===== config.mk =====
export PLATFORM = sky130hd
export DESIGN_NAME = svc_soc_io_arbiter
export DESIGN_NICKNAME = d
export VERILOG_FILES = /design/src/rtl/svc_soc_io_arb_pkg.sv /design/src/rtl/svc_soc_io_arbiter_rr.sv /design/src/rtl/svc_soc_io_arbiter.sv
export SDC_FILE = /design/constraint.sdc
export NUM_CORES = 1
export LEC_CHECK = 0
export CAP_MARGIN = 20
export CORE_AREA = 8 8 92 176
export CTS_BUF_LIST = sky130_fd_sc_hd__clkbuf_8
export DETAILED_ROUTE_END_ITERATION = 8
export DIE_AREA = 0 0 100 184
export PLACE_DENSITY = 0.81
export SLEW_MARGIN = 40
export SYNTH_ARGS = -nofsm -noshare
export SYNTH_HDL_FRONTEND = slang
export SYNTH_SLANG_ARGS = --single-unit

===== constraint.sdc =====
create_clock -name clk -period 1.9 [get_ports clk]
set_clock_uncertainty 0.15 [all_clocks]
set_input_delay 0.38 -clock clk [delete_from_list [all_inputs] [get_ports clk]]
set_output_delay 0.38 -clock clk [all_outputs]
set_load 0.005 [all_outputs]

===== src/rtl/svc_soc_io_arb_pkg.sv =====
// Shared types for the SOC I/O bus arbiter: the registered command
// bundle and the owner-index width helper.
package svc_soc_io_arb_pkg;

    localparam int unsigned IO_AW = 32;
    localparam int unsigned IO_DW = 32;

    typedef struct packed {
        logic                 write;
        logic [IO_AW-1:0]     addr;
        logic [IO_DW-1:0]     wdata;
        logic [IO_DW/8-1:0]   wstrb;
    } io_cmd_t;

    // Width of an index into n requesters, never narrower than 1 bit.
    function automatic int unsigned owner_w(int unsigned n);
        return (n > 1) ? $clog2(n) : 1;
    endfunction

endpackage


===== src/rtl/svc_soc_io_arbiter_rr.sv =====
// Round-robin arbiter with a rotating priority pointer.
// Ports: clk, rst_n (sync, active-low), req, advance -> grant, grant_idx.
module svc_rr_arbiter
    import svc_soc_io_arb_pkg::*;
#(
    parameter int unsigned NUM_REQ = 2,
    localparam int unsigned IW = owner_w(NUM_REQ)
) (
    input  logic               clk,
    input  logic               rst_n,
    input  logic [NUM_REQ-1:0] req,
    input  logic               advance,
    output logic [NUM_REQ-1:0] grant,
    output logic [IW-1:0]      grant_idx
);

    logic [IW-1:0] ptr_q;
    logic [IW-1:0] ptr_d;
    logic          found;

    // Search upward from the pointer, wrapping at NUM_REQ.
    always_comb begin
        grant     = '0;
        grant_idx = '0;
        found     = 1'b0;
        for (int k = 0; k < int'(NUM_REQ); k++) begin
            int j;
            j = int'(ptr_q) + k;
            if (j >= int'(NUM_REQ)) begin
                j = j - int'(NUM_REQ);
            end
            if (!found && req[j]) begin
                found     = 1'b1;
                grant[j]  = 1'b1;
                grant_idx = IW'(j);
            end
        end
    end

    always_comb begin
        ptr_d = ptr_q;
        if (advance) begin
            if (grant_idx == IW'(NUM_REQ - 1)) begin
                ptr_d = '0;
            end else begin
                ptr_d = grant_idx + 1'b1;
            end
        end
    end

    always_ff @(posedge clk) begin
        if (!rst_n) begin
            ptr_q <= '0;
        end else begin
            ptr_q <= ptr_d;
        end
    end

endmodule


===== src/rtl/svc_soc_io_arbiter.sv =====
// Shares the SOC I/O register bus among NUM_REQ requesters.
// Ports: req_* per-requester commands, rsp_* completions, io_* downstream bus.
module svc_soc_io_arbiter
    import svc_soc_io_arb_pkg::*;
#(
    parameter int unsigned NUM_REQ = 2,
    parameter int unsigned AW      = IO_AW,
    parameter int unsigned DW      = IO_DW,
    localparam int unsigned IW     = owner_w(NUM_REQ),
    localparam int unsigned SW     = DW / 8
) (
    input  logic                  clk,
    input  logic                  rst_n,
    input  logic [NUM_REQ-1:0]    req_valid,
    output logic [NUM_REQ-1:0]    req_ready,
    input  logic [NUM_REQ-1:0]    req_write,
    input  logic [NUM_REQ*AW-1:0] req_addr,
    input  logic [NUM_REQ*DW-1:0] req_wdata,
    input  logic [NUM_REQ*SW-1:0] req_wstrb,
    output logic [NUM_REQ-1:0]    rsp_valid,
    output logic [DW-1:0]         rsp_rdata,
    output logic                  io_ren,
    output logic [AW-1:0]         io_raddr,
    input  logic [DW-1:0]         io_rdata,
    output logic                  io_wen,
    output logic [AW-1:0]         io_waddr,
    output logic [DW-1:0]         io_wdata,
    output logic [SW-1:0]         io_wstrb
);

    // The command bundle is sized by the package widths.
    if (AW != IO_AW || DW != IO_DW) begin : g_width_check
        $error("svc_soc_io_arbiter: AW/DW must match io_cmd_t");
    end

    logic [NUM_REQ-1:0] arb_req;
    logic [NUM_REQ-1:0] grant;
    logic [IW-1:0]      grant_idx;
    logic               accept;
    io_cmd_t            sel_cmd;

    logic          iss_vld_q, iss_vld_d;
    logic          iss_rd_q,  iss_rd_d;
    logic [IW-1:0] iss_own_q, iss_own_d;
    logic [AW-1:0] raddr_q,   raddr_d;
    logic [AW-1:0] waddr_q,   waddr_d;
    logic [DW-1:0] wdata_q,   wdata_d;
    logic [SW-1:0] wstrb_q,   wstrb_d;
    logic          rsp_vld_q, rsp_vld_d;
    logic          rsp_rd_q,  rsp_rd_d;
    logic [IW-1:0] rsp_own_q, rsp_own_d;

    // No grant can be given while reset is held.
    assign arb_req   = req_valid & {NUM_REQ{rst_n}};
    assign req_ready = grant;
    assign accept    = |grant;

    svc_rr_arbiter #(
        .NUM_REQ (NUM_REQ)
    ) u_arb (
        .clk       (clk),
        .rst_n     (rst_n),
        .req       (arb_req),
        .advance   (accept),
        .grant     (grant),
        .grant_idx (grant_idx)
    );

    always_comb begin
        sel_cmd = '0;
        for (int i = 0; i < int'(NUM_REQ); i++) begin
            if (grant[i]) begin
                sel_cmd.write = req_write[i];
                sel_cmd.addr  = req_addr[i*AW +: AW];
                sel_cmd.wdata = req_wdata[i*DW +: DW];
                sel_cmd.wstrb = req_wstrb[i*SW +: SW];
            end
        end
    end

    // Address/data hold their last value between accepts.
    always_comb begin
        iss_vld_d = accept;
        iss_rd_d  = accept & ~sel_cmd.write;
        iss_own_d = accept ? grant_idx : iss_own_q;
        raddr_d   = raddr_q;
        waddr_d   = waddr_q;
        wdata_d   = wdata_q;
        wstrb_d   = wstrb_q;
        if (accept && !sel_cmd.write) begin
            raddr_d = sel_cmd.addr;
        end
        if (accept && sel_cmd.write) begin
            waddr_d = sel_cmd.addr;
            wdata_d = sel_cmd.wdata;
            wstrb_d = sel_cmd.wstrb;
        end
        rsp_vld_d = iss_vld_q;
        rsp_rd_d  = iss_rd_q;
        rsp_own_d = iss_own_q;
    end

    always_ff @(posedge clk) begin
        if (!rst_n) begin
            iss_vld_q <= 1'b0;
            iss_rd_q  <= 1'b0;
            iss_own_q <= '0;
            raddr_q   <= '0;
            waddr_q   <= '0;
            wdata_q   <= '0;
            wstrb_q   <= '0;
            rsp_vld_q <= 1'b0;
            rsp_rd_q  <= 1'b0;
            rsp_own_q <= '0;
        end else begin
            iss_vld_q <= iss_vld_d;
            iss_rd_q  <= iss_rd_d;
            iss_own_q <= iss_own_d;
            raddr_q   <= raddr_d;
            waddr_q   <= waddr_d;
            wdata_q   <= wdata_d;
            wstrb_q   <= wstrb_d;
            rsp_vld_q <= rsp_vld_d;
            rsp_rd_q  <= rsp_rd_d;
            rsp_own_q <= rsp_own_d;
        end
    end

    assign io_ren   = iss_vld_q & iss_rd_q;
    assign io_wen   = iss_vld_q & ~iss_rd_q;
    assign io_raddr = raddr_q;
    assign io_waddr = waddr_q;
    assign io_wdata = wdata_q;
    assign io_wstrb = wstrb_q;

    // io_rdata arrives the cycle after io_ren, i.e. in the response stage.
    assign rsp_valid = rsp_vld_q ? (NUM_REQ'(1) << rsp_own_q) : '0;
    assign rsp_rdata = (rsp_vld_q && rsp_rd_q) ? io_rdata : '0;

`ifndef SYNTHESIS
    a_ready_onehot0 : assert property (
        @(posedge clk) $onehot0(req_ready));
    a_rsp_onehot0 : assert property (
        @(posedge clk) disable iff (!rst_n) $onehot0(rsp_valid));
    a_ren_wen_excl : assert property (
        @(posedge clk) disable iff (!rst_n) !(io_ren && io_wen));
`endif

endmodule


# After elaboration in Yosys (flattened, before gate mapping)
# Index checks and enable logic that the tools add are counted.
# W data, S select, Z words.
# totals
register_bits	107
latchBits	0
ramBits	0
mem_bits_ro	0
in_bits	174
output_inout_bits	138
word_cells	60
n_memories	0
# op_classes
add_sub_neg	4
n_mul	0
n_div	0
magnitude_cmp	6
eq_ne	0
n_shift	1
n_mux	22
bitwise_logic	7
n_reduce_logical	9
# op_table
operator	n
$mux W69	2
$mux W32	3
$ge A32 B1 Y1 const B	2
$lt A32 B3 Y1 const B	2
$ge A32 B3 Y1 const B	1
$sub A32 B3 Y32 const B	1
$mux W1	12
$logic_and A1 B1 Y1	6
$mux W2	3
$and A1 B1 Y1	3
$sub A1 B2 Y3 const B	1
$add A1 B1 Y2 const B	1
$and A2 B2 Y2	1
$demux W1 S1	2
$ge A1 B2 Y1 const B	1
$logic_not A1 Y1	2
$not A1 Y1	2
$or A2 B2 Y2	1
$reduce_or A2 Y1	1
$shl A1 B1 Y2 const A	1
$add A1 B1 Y1 const B	1

# Depth between registers and ports, before layout
# logic_depth
ltp_word	13
depth_mapped	6
depth_no_buf	3

# Hierarchy
# From an unflattened synthesis, not the netlist that was laid out.
# unflattened
cells_unflattened	504
hier_area_um2	4603.2
# by_module_without_submodules
mod	n_inst	cells_each	area_per_inst_um2	seq_area_each_um2
svc_soc_io_arbiter	1	497	4535.6	2122.0
svc_rr_arbiter	1	7	67.6	20.0

# Worst setup path before layout
# No wires, ideal clock.
# synth_path
kind	input -> output
startpoint	in req_valid[0]
endpoint	out req_ready[1]
arrival_ps	1137
t_required_ps	1370
setup_slack_ps	233
cell_stages	5
path_buffers	3
path_cell_list	nand2b_1 buf_2 buf_2 buf_2 and3_1
# synth_via
elab_chain_cells	8
elab_cells_between_ends	13
cone_classes	9 x mux; 2 x bitwise; 2 x reduce/logical
# synth_rtl
item	line_no	rtl
start, declared	svc_soc_io_arbiter.sv:14	input logic [NUM_REQ-1:0] req_valid,
$and A2 B2 Y2 (*)	svc_soc_io_arbiter.sv:54	assign arb_req = req_valid & {NUM_REQ{rst_n}};
$mux W1 (not written as such) (3 in a row)	svc_soc_io_arbiter_rr.sv:32	if (!found && req[j]) begin
$mux W1	svc_soc_io_arbiter_rr.sv:32	
$logic_not A1 Y1	svc_soc_io_arbiter_rr.sv:32	
$logic_and A1 B1 Y1	svc_soc_io_arbiter_rr.sv:32	
$mux W2 (*)	svc_soc_io_arbiter_rr.sv:32	
end, declared	svc_soc_io_arbiter.sv:15	output logic [NUM_REQ-1:0] req_ready,
# Every way passes the cells marked *; elsewhere a longest branch is shown, timed or not. The select of a mux whose other input is x is not followed.

# Worst setup path after layout
# layout_path
startpoint	reg rsp_rd_q
endpoint	out rsp_rdata[8]
# layout_via
elab_chain_cells	2
# layout_rtl
item	line_no	rtl
start, declared	svc_soc_io_arbiter.sv:50	logic rsp_rd_q, rsp_rd_d;
start signal, assigned	svc_soc_io_arbiter.sv:124	rsp_rd_q <= rsp_rd_d;
$logic_and A1 B1 Y1	svc_soc_io_arbiter.sv:138	assign rsp_rdata = (rsp_vld_q && rsp_rd_q) ? io_rdata : '0;
$mux W32	svc_soc_io_arbiter.sv:138	
end, declared	svc_soc_io_arbiter.sv:21	output logic [DW-1:0] rsp_rdata,
# Every way passes these cells.

==> out/summary.txt <==
Status: finished clean
CTS max path bufs: 2
HP Start: rst_n
TritonRoute pass-1 iters: 5
Area growth, synth to finish: 69.29%
Dpl hpwl: 18.01 mm
Synth area leader: dfxtp_1
H-tree depth: 3
Mean Syn Cell Area: 9.962 um^2
Reg2reg start: u_arb.ptr_q
Wirelength per Cell: 24.61 um
RSZ-0062 raised after global routing: no
Root buf cell: clkbuf_8
Yosys Warn Count: 0
First-pass GRT wire length: 36.67 mm
Worst setup EP type: primary output
Total power: 0.006078 W
Crit Path Class: reg2out
Ports: 312
Final Max Slew Viols: 0
Layout Utilization: 0.6411
Die H: 184 um
Worst-path clk slew: 120 ps
Worst min path class: in2reg
Leakage: 3.225 nW
Post-synth top area share: 0.4072
Port Buffer Count: 311
Hold path cells: 2
Seq/Total Area, Yosys: 0.4072
Worst reg-to-reg path cell count: 5
Largest net degree at the start of global routing: 50
Post-Syn Area: 5260 um^2
Req. time, crit path: 1370 ps
Routed Antenna Nets: 0
Initial Util: 0.3787
Crit path launch type: flop
Critical Path AT: 1310 ps
Hold Path End: rsp_own_q
Post-synth top cells: 107 x dfxtp_1, 100 x a221oi_1, 77 x a211oi_1
Worst relative slew slack: 0.6990
Top FF cell, synth: dfxtp_1
CP peak stage delay: 350 ps
Worst-Skew Late Latency: 350 ps
Period utilisation layout: 0.9706
Final WL: 24.57 mm
Share of layout cells above drive strength 1: 0.1658
CTS sink count: 107
Minimum clock period: 1844 ps
Die ar.: 18400 um^2
Post-synthesis sequential element count: 107
Pwr dens: 682.5 nW/um^2
Ys async rst share: 0
Number of vias per cell: 6.319
CTS tree: yes
Total number of vias: 6306
Number of global-route vias before repair: 6342
Initial drt markers: 421
Final nets: 977
Initial antenna violation count: 1
GR Overflow Total: 0
Die Span X: 100 um
Final Hold Vio Count: 0
Setup Viol. Count Final: 0
Placer Congestion: 0.9189
Post-synth EDFFs: 0
Syn_nets: 702
Rows: 61
Cells after synthesis: 528
Max-cap violations: 0
Max Freq: 542.3 MHz
CP delay by family, top: buffers and inverters
Actual slew at the worst max-slew pin: 451.5 ps
Most numerous cell in the Yosys netlist: dfxtp_1
Setup crit start: rsp_rd_q
Crit-path cells: buf_4, buf_16, and3_1, clkdlybuf4s15_1
Worst VDD drop: 533.3 uV
CTS Buf Count: 9
Total track usage: 0.2521
Worst flop-to-flop path endpoint: io_raddr[26]
Worst R2R Setup Slack: 220 ps
Hold WS: 194.0 ps
Synth top area cells: dfxtp_1 41%, a221oi_1 17%, a32oi_1 11%
Crit-path max FO: 16
Worst path bufs/invs: 3
Core area: 13890 um^2
Synth cell types: 19
Critical-path top delay cell: dfxtp_2
DRC: 0
-- layout make-up --
type / count / area [um^2]
Clock inverter: 7 / 107.6
Fill cell: 1162 / 4986
Multi-Input combinational cell: 323 / 2739
Antenna cell: 1 / 2.502
Sequential cell: 107 / 2151
Tap cell: 189 / 236.5
Inverter: 2 / 8.758
Timing Repair Buffer: 360 / 3536
Clock buffer: 9 / 123.9
-- timing repair --
action,CTS,global route
buffers inserted,5,0
pin swaps,0,0
gates cloned,2,0
hold buffers,0,0
resized for setup,102,23
endpoints found under the setup margin,38,21
-- registers in the layout (all words and copies together) (netlist names), 4 cells and up --
register and cells:
io_wdata 32, io_waddr 32, io_raddr 32, io_wstrb 4
-- cells in the final DEF (no fill, tap or decap), drive strengths merged, types with 3 or more instances in the layout --
| cell | n |
|---|---|
| a211oi | 100 |
| a221oi | 100 |
| a32oi | 68 |
| and2 | 8 |
| and3 | 33 |
| buf | 62 |
| clkbuf | 24 |
| clkdlybuf4s50 | 268 |
| dfxtp | 107 |
| dlygate4sd2 | 12 |
| inv | 4 |
| nor2 | 3 |
| nor2b | 4 |
-- worst reg2reg max path: stages, from the launching register on --
cell and delay, ps:
dfxtp_2 350, nand2b_4 150, buf_4 160, buf_4 180, a32oi_1 410, a211oi_1 140
-- cell families (layout without fill, tap and decap cells) --
kind of cell / Yosys count / count (layout) / synth area share
flip-flops: 107 / 107 / 0.4072
other: 0 / 1 / 0
buffers and inverters: 98 / 378 / 0.08373
AO/OA/AOI/OAI: 273 / 273 / 0.4510
AND/OR/NAND/NOR: 50 / 50 / 0.05804
-- power by group --
part	switching [W]	internal, W
Sequential	0.000127	0.00245
Clock	0.000834	0.000769
Combinational	0.000833	0.00107
-- worst max path at each step --
| stage | to | slack (ps) | cells after the start |
|---|---|---|---|
| 6_report | rsp_rdata[8] | 60 | 4 |
| 5_1_grt | rsp_rdata[8] | 0.2 | 4 |
| 4_1_cts | rsp_rdata[10] | -70 | 4 |
| 3_5_place_dp | io_raddr[15] | -360 | 7 |
| 3_3_place_gp | req_ready[1] | -320 | 5 |
| 2_1_floorplan | req_ready[1] | 230 | 5 |
-- metrics by stage --
step           setup TNS, ps  area [um^2]  setup WS, ps  instances
2_1_floorplan              0         5260         232.7        528
3_3_place_gp          -31640         8657        -317.9        974
3_5_place_dp          -35060         8657        -361.0        974
4_1_cts               -259.5         8960        -65.65        997
5_1_grt                    0         8902        0.2066        997
6_report                   0         8905         55.94        998
-- metal layers --
layer  GRT usage  wire length (um)  vias up
met5           0                 0        -
met4      0.1390              1097        0
met3     0.06108              1952       57
met2      0.4481             12790      380
met1      0.2631              8722     3073
li1            -                 -     2796
Power figures use the tool's default switching activity.
